===== config.mk =====
export PLATFORM = sky130hd
export DESIGN_NAME = irq_onehot_arbiter
export DESIGN_NICKNAME = d
export VERILOG_FILES = /design/src/rtl/irq_arb_pkg.sv /design/src/rtl/irq_edge_sync.sv /design/src/rtl/irq_onehot_arbiter.sv
export SDC_FILE = /design/constraint.sdc
export NUM_CORES = 1
export LEC_CHECK = 0
export CAP_MARGIN = 20
export CORE_ASPECT_RATIO = 1.5
export CORE_MARGIN = 8
export CORE_UTILIZATION = 47
export CTS_BUF_LIST = sky130_fd_sc_hd__clkbuf_4 sky130_fd_sc_hd__clkbuf_8
export DETAILED_ROUTE_END_ITERATION = 8
export PLACE_DENSITY = 0.85
export SLEW_MARGIN = 20
export SYNTH_ARGS = -nofsm -noshare
export SYNTH_HDL_FRONTEND = slang
export SYNTH_SLANG_ARGS = --single-unit

===== constraint.sdc =====
create_clock -name clk -period 1.1 [get_ports clk]
set_input_delay 0.11 -clock clk [delete_from_list [all_inputs] [get_ports clk]]
set_output_delay 0.11 -clock clk [all_outputs]
set_load 0.005 [all_outputs]

===== src/rtl/irq_arb_pkg.sv =====
// Shared definitions for the interrupt one-hot arbiter: request count,
// encoder index width and the two-state FSM encoding.
package irq_arb_pkg;

  localparam int N_REQ = 8;
  localparam int IDX_W = 3;

  typedef enum logic {
    IDLE  = 1'b0,
    GRANT = 1'b1
  } arbState_e;

endpackage


===== src/rtl/irq_edge_sync.sv =====
// Single-bit synchroniser followed by a delay flop; emits a registered
// one-cycle pulse for every rising edge seen on the asynchronous input.
module irq_edge_sync #(
  parameter int SYNC_STAGES = 2
) (
  input  logic clk,
  input  logic rst_n,
  input  logic req_i,
  output logic evtPulse_o
);

  logic [SYNC_STAGES-1:0] syncChain_q;
  logic                   syncDly_q;
  logic                   evtPulse_q;

  // A level held high across reset still yields one event, since the chain
  // restarts from zero.
  always_ff @(posedge clk or negedge rst_n) begin
    if (!rst_n) begin
      syncChain_q <= '0;
      syncDly_q   <= 1'b0;
      evtPulse_q  <= 1'b0;
    end else begin
      syncChain_q <= {syncChain_q[SYNC_STAGES-2:0], req_i};
      syncDly_q   <= syncChain_q[SYNC_STAGES-1];
      evtPulse_q  <= syncChain_q[SYNC_STAGES-1] & ~syncDly_q;
    end
  end

  assign evtPulse_o = evtPulse_q;

endmodule


===== src/rtl/irq_onehot_arbiter.sv =====
// Captures rising edges on N async request lines and hands one pending line
// at a time to the encoder as a one-hot grant with a valid/ready handshake.
// Optional round-robin selection is enabled with IRQ_ARB_ROUND_ROBIN_EN;
// the default build uses fixed highest-index priority.
module irq_onehot_arbiter
  import irq_arb_pkg::*;
#(
  parameter int N           = N_REQ,
  parameter int SYNC_STAGES = 2
) (
  input  logic         clk,
  input  logic         rst_n,
  input  logic [N-1:0] req,
  input  logic         grant_ready,
  input  logic         ovf_clr,
  output logic [N-1:0] grant_onehot,
  output logic         grant_valid,
  output logic [N-1:0] pending,
  output logic [N-1:0] overflow
);

  logic [N-1:0] reqEvent;
  logic [N-1:0] pending_q, pending_d;
  logic [N-1:0] overflow_q, overflow_d;
  logic [N-1:0] grantOnehot_q, grantOnehot_d;
  logic         grantValid_q, grantValid_d;
  logic [N-1:0] grantClr;
  logic         handshake;
  arbState_e    state_q, state_d;

  for (genvar i = 0; i < N; i++) begin : g_sync
    irq_edge_sync #(
      .SYNC_STAGES(SYNC_STAGES)
    ) u_sync (
      .clk       (clk),
      .rst_n     (rst_n),
      .req_i     (req[i]),
      .evtPulse_o(reqEvent[i])
    );
  end

`ifdef IRQ_ARB_ROUND_ROBIN_EN
  logic [IDX_W-1:0] rrPtr_q, rrPtr_d;

  function automatic logic [IDX_W-1:0] onehotToIdx(input logic [N-1:0] g);
    logic [IDX_W-1:0] idx;
    idx = '0;
    for (int i = 0; i < N; i++) begin
      if (g[i]) idx = IDX_W'(i);
    end
    return idx;
  endfunction

  // Search upward from the pointer with wrap; first pending bit wins.
  function automatic logic [N-1:0] selectGrant(input logic [N-1:0]     p,
                                               input logic [IDX_W-1:0] ptr);
    logic [N-1:0]     g;
    logic             found;
    logic [IDX_W-1:0] idx;
    g     = '0;
    found = 1'b0;
    for (int k = 0; k < N; k++) begin
      idx = ptr + IDX_W'(k);
      if (!found && p[idx]) begin
        g[idx] = 1'b1;
        found  = 1'b1;
      end
    end
    return g;
  endfunction

  always_comb begin
    rrPtr_d = rrPtr_q;
    if (handshake) rrPtr_d = onehotToIdx(grantOnehot_q) + IDX_W'(1);
  end

  always_ff @(posedge clk or negedge rst_n) begin
    if (!rst_n) rrPtr_q <= '0;
    else        rrPtr_q <= rrPtr_d;
  end
`else
  function automatic logic [N-1:0] selectGrant(input logic [N-1:0] p);
    logic [N-1:0] g;
    g = '0;
    for (int i = 0; i < N; i++) begin
      if (p[i]) begin
        g    = '0;
        g[i] = 1'b1;
      end
    end
    return g;
  endfunction
`endif

  // A new event on a bit being cleared this cycle re-sets it without overflow.
  always_comb begin
    handshake     = grantValid_q & grant_ready;
    grantClr      = handshake ? grantOnehot_q : '0;
    pending_d     = (pending_q & ~grantClr) | reqEvent;
    overflow_d    = (ovf_clr ? '0 : overflow_q) | (reqEvent & pending_q & ~grantClr);
    state_d       = state_q;
    grantOnehot_d = grantOnehot_q;
    grantValid_d  = grantValid_q;
    case (state_q)
      IDLE: begin
        grantOnehot_d = '0;
        grantValid_d  = 1'b0;
        if (|pending_q) begin
`ifdef IRQ_ARB_ROUND_ROBIN_EN
          grantOnehot_d = selectGrant(pending_q, rrPtr_q);
`else
          grantOnehot_d = selectGrant(pending_q);
`endif
          grantValid_d  = 1'b1;
          state_d       = GRANT;
        end
      end
      GRANT: begin
        if (handshake) begin
          grantOnehot_d = '0;
          grantValid_d  = 1'b0;
          state_d       = IDLE;
        end
      end
      default: begin
        grantOnehot_d = '0;
        grantValid_d  = 1'b0;
        state_d       = IDLE;
      end
    endcase
  end

  always_ff @(posedge clk or negedge rst_n) begin
    if (!rst_n) begin
      state_q       <= IDLE;
      pending_q     <= '0;
      overflow_q    <= '0;
      grantOnehot_q <= '0;
      grantValid_q  <= 1'b0;
    end else begin
      state_q       <= state_d;
      pending_q     <= pending_d;
      overflow_q    <= overflow_d;
      grantOnehot_q <= grantOnehot_d;
      grantValid_q  <= grantValid_d;
    end
  end

  assign grant_onehot = grantOnehot_q;
  assign grant_valid  = grantValid_q;
  assign pending      = pending_q;
  assign overflow     = overflow_q;

endmodule

==> flow_metrics.py <==
metrics = {
    "synthesis": {
        "synth_top_family_by_area": "compound AO/OA/AOI/OAI gates",
        "yosysMostFrequentCell": "dfrtp_1",
        "yosysTopAreaCell": "dfrtp_1",
        "synth_area_sq_um": 1880,
        "synth.avg_cell_area_sq_um": 16.3,
        "ys_seq_area_share_pct": 77.3,
        "syn_nets": 127,
        "synth_edf_count": 0,
        "synth-seq-cells": 58,
        "synthFlopType": "dfrtp_1",
        "synth_cell_types": 18,
        "synth_top_area_share_pct": 77.3,
        "ys_async_sr_fraction_pct": 100,
        "synth-xor-area-share_pct": 0,
        "yosys-mux-area-fraction_pct": 0,
        "synth-simple-area-share_pct": 8.19,
        "synth.top_cells.by_count": "dfrtp_1, a32o_1, nor2b_1",
        "syn_inst": 115,
        "ys_warn_count": 0,
        "synth_compound_area_share_pct": 13.4,
        "synth_area_leaders": "dfrtp_1, a32o_1, nor2b_1",
        "synthAdderAreaFrac_pct": 0,
    },
    "cts": {
        "cts.path.max_buffers": 2,
        "cts_sinks": 58,
        "clk_pin_slew_ps": 60,
        "root_buffer": "clkbuf_8",
        "htree_levels": 3,
        "cts_tree": "yes",
        "clock_latency_ps": 320,
        "cts-buffers-inserted": 9,
    },
    "sta": {
        "finalSetupViolCount": 8,
        "max_freq_mhz": 838,
        "drv_slew": 0,
        "min_period_ps": 1190,
        "rsz0062_at_grt": "true",
        "tns_ps": -534,
        "slew_headroom_pct": 79.5,
        "setup_ws_ps": -92.7,
        "tightest_slew_ps": 307,
        "finalHoldViolCount": 0,
        "fin_skew_ps": 6.42,
        "period_share_pct": 108,
    },
    "final_layout": {
        "drive_gt1_share_pct": 29.6,
        "final_nets": 206,
        "multi_input_area_sq_um": 424,
        "area_delta_synth_final_pct": 47.8,
        "n_antenna_cell": 0,
        "fillers": 267,
        "ff_latch_area_sq_um": 1450,
        "finalInstanceArea_sq_um": 2780,
    },
    "place": {
        "postPlaceCellArea_sq_um": 2400,
        "port_buffers": 36,
        "gp_congestion": 0.839,
        "place_ws_ps": -182,
    },
    "route": {
        "drt_iter0_markers": 34,
        "ant_nets": 0,
        "wire_per_inst_um": 17.5,
        "avgViaCountPerCell": 5.35,
        "vias": 1306,
        "wirelength_um": 4270,
        "first_pass_iters": 4,
        "drc": 0,
    },
    "flow_run": {
        "drv_cap": 0,
    },
    "critical_path": {
        "worst-path-max-fanout": 7,
        "startpoint_type": "flop",
        "reg2reg_depth": 4,
        "path_class": "reg2reg",
        "arrival_ps": 1380,
        "r2r-start": "pending[6]",
        "reg2reg_slack_ps": -90,
        "end_kind": "flop",
        "worst_ep_required_time_ps": 1290,
        "r2r_end": "grant_valid",
    },
    "status": {
        "status": "complete, but fails checks",
        "violations": "setup timing",
    },
    "floorplanning": {
        "start_util_pct": 48.3,
        "num_rows": 28,
        "die_w_um": 67.6,
        "die_h_um": 93.4,
        "dieArea_sq_um": 6320,
        "core_area_sq_um": 3890,
        "io_pins": 37,
    },
    "power": {
        "p_sw_mw": 1.05,
        "power_leakage_nw": 1.28,
        "swShare_pct": 22.6,
        "finalPower_mw": 4.66,
        "p_seq_share_pct": 50.3,
        "ir_worst_vdd_v": 0.00122,
        "pwr-share-comb_pct": 11.2,
        "power_frac_clock_pct": 38.5,
        "powerDensity_nw_per_um2": 1680,
        "p_int_mw": 3.61,
    },
    "global_routing": {
        "grt.busiest_layer": "met2",
        "met3_usage_pct": 4.91,
        "antenna_found_initial": 0,
        "grt_use_met2_pct": 22.1,
        "overflow": 0,
        "grt_pass1_wl_um": 6800,
        "grt_util_all_layers_pct": 14.6,
        "gr-usage-met1_pct": 16.4,
        "grt_pass1_vias": 1413,
        "grt_max_degree": 59,
    },
    "worst_hold_path": {
        "min_from": "req[3]",
        "hold_end": "g_sync[3].u_sync.syncChain_q[0]",
        "hold_depth": 1,
        "hold_class": "in2reg",
    },
}
-- cells in the final DEF, fill, tap and decap left out --
cell	n
dfrtp_1	57
buf_4	27
clkdlybuf4s15_1	21
clkbuf_8	12
a32o_1	11
nor2b_1	10
clkdlybuf4s50_1	10
nand3_1	8
a21o_1	7
buf_6	6
a22o_1	4
inv_1	3
dlygate4sd2_1	3
nor2_1	2
clkbuf_4	2
clkinv_2	2
a32o_2	1
a21o_2	1
nor4_4	1
nor3_1	1
and3_1	1
a31oi_2	1
a21boi_4	1
nor3_2	1
nand2b_1	1
a32oi_2	1
dlygate4sd3_1	1
buf_2	1
buf_12	1
dfrtp_2	1
-- per-stage QoR --
step | cells | hold slack [ps] | utilization (%)
2_1_floorplan | 115 | -186 | -
3_3_place_gp | 206 | 123 | 61.6
3_5_place_dp | 206 | 128 | 61.6
4_1_cts | 243 | 209 | 70.7
5_1_grt | 244 | 227 | 71.4
6_report | 244 | 221 | 71.4
-- power by group through the flow --
stage,Combinational (mW),Clock (mW),Sequential (mW)
floorplan,0.120,0,2.39
global placement,0.434,0,2.39
detailed placement,0.448,0,2.40
CTS,0.516,1.84,2.34
global route,0.557,1.94,2.36
finish,0.523,1.79,2.34
-- worst max-delay path by stage --
| stage | startpoint | endpoint | slack, ps | cells after the start |
|---|---|---|---|---|
| 5_1_grt | pending[6] | grant_onehot[3] | -150 | 4 |
| 2_1_floorplan | state_q | grant_valid | 2 | 2 |
| 3_5_place_dp | grant_ready | overflow[2] | -180 | 4 |
| 3_3_place_gp | grant_ready | overflow[7] | -140 | 4 |
| 6_report | pending[6] | grant_valid | -90 | 4 |
| 4_1_cts | pending[6] | grant_onehot[2] | -80 | 4 |
-- layer usage --
layer	routed length, um	share of wire [%]	up-vias
li1	-	-	583
met1	1680	39	659
met2	2180	51	50
met3	233	5.5	14
met4	166	3.9	0
met5	0	0	-
-- registers in the layout, indices dropped and copies added (netlist names) --
signal,count
g_sync.u_sync.syncChain_q,16
pending,8
g_sync.u_sync.evtPulse_o,8
state_q,1
grant_onehot,8
overflow,8
grant_valid,1
g_sync.u_sync.syncDly_q,8
-- timing repair --
action                     4_1_cts  5_1_grt
resized for setup               45       14
setup endpoints to repair       31       27
pin swaps                        5        5
hold endpoints to repair        58        0
cloned                           0        1
setup buffers                   20        1
hold buffers                     1        0
-- logic make-up (layout without fill, tap and decap cells) --
family | after synthesis | after routing
DFF | 58 | 58
AOI/OAI and AO/OA | 27 | 27
and+or+nand+nor | 25 | 25
buffers and inverters | 5 | 89
-- critical path: stages (launching register included) --
cell and delay [ps]:
dfrtp_1 390, buf_6 130, nor4_4 270, buf_6 170, a32oi_2 110
-- final cells by class --
cell class              count  area share [%]
multi-input cells          52            15.3
flip-flops and latches     58            52.3
clock buffers              14            6.49
clock inverters             2           0.361
well taps                  45            2.03
inverters                   3           0.406
repair buffers             70            23.1
(Power assumes the default switching activity.)
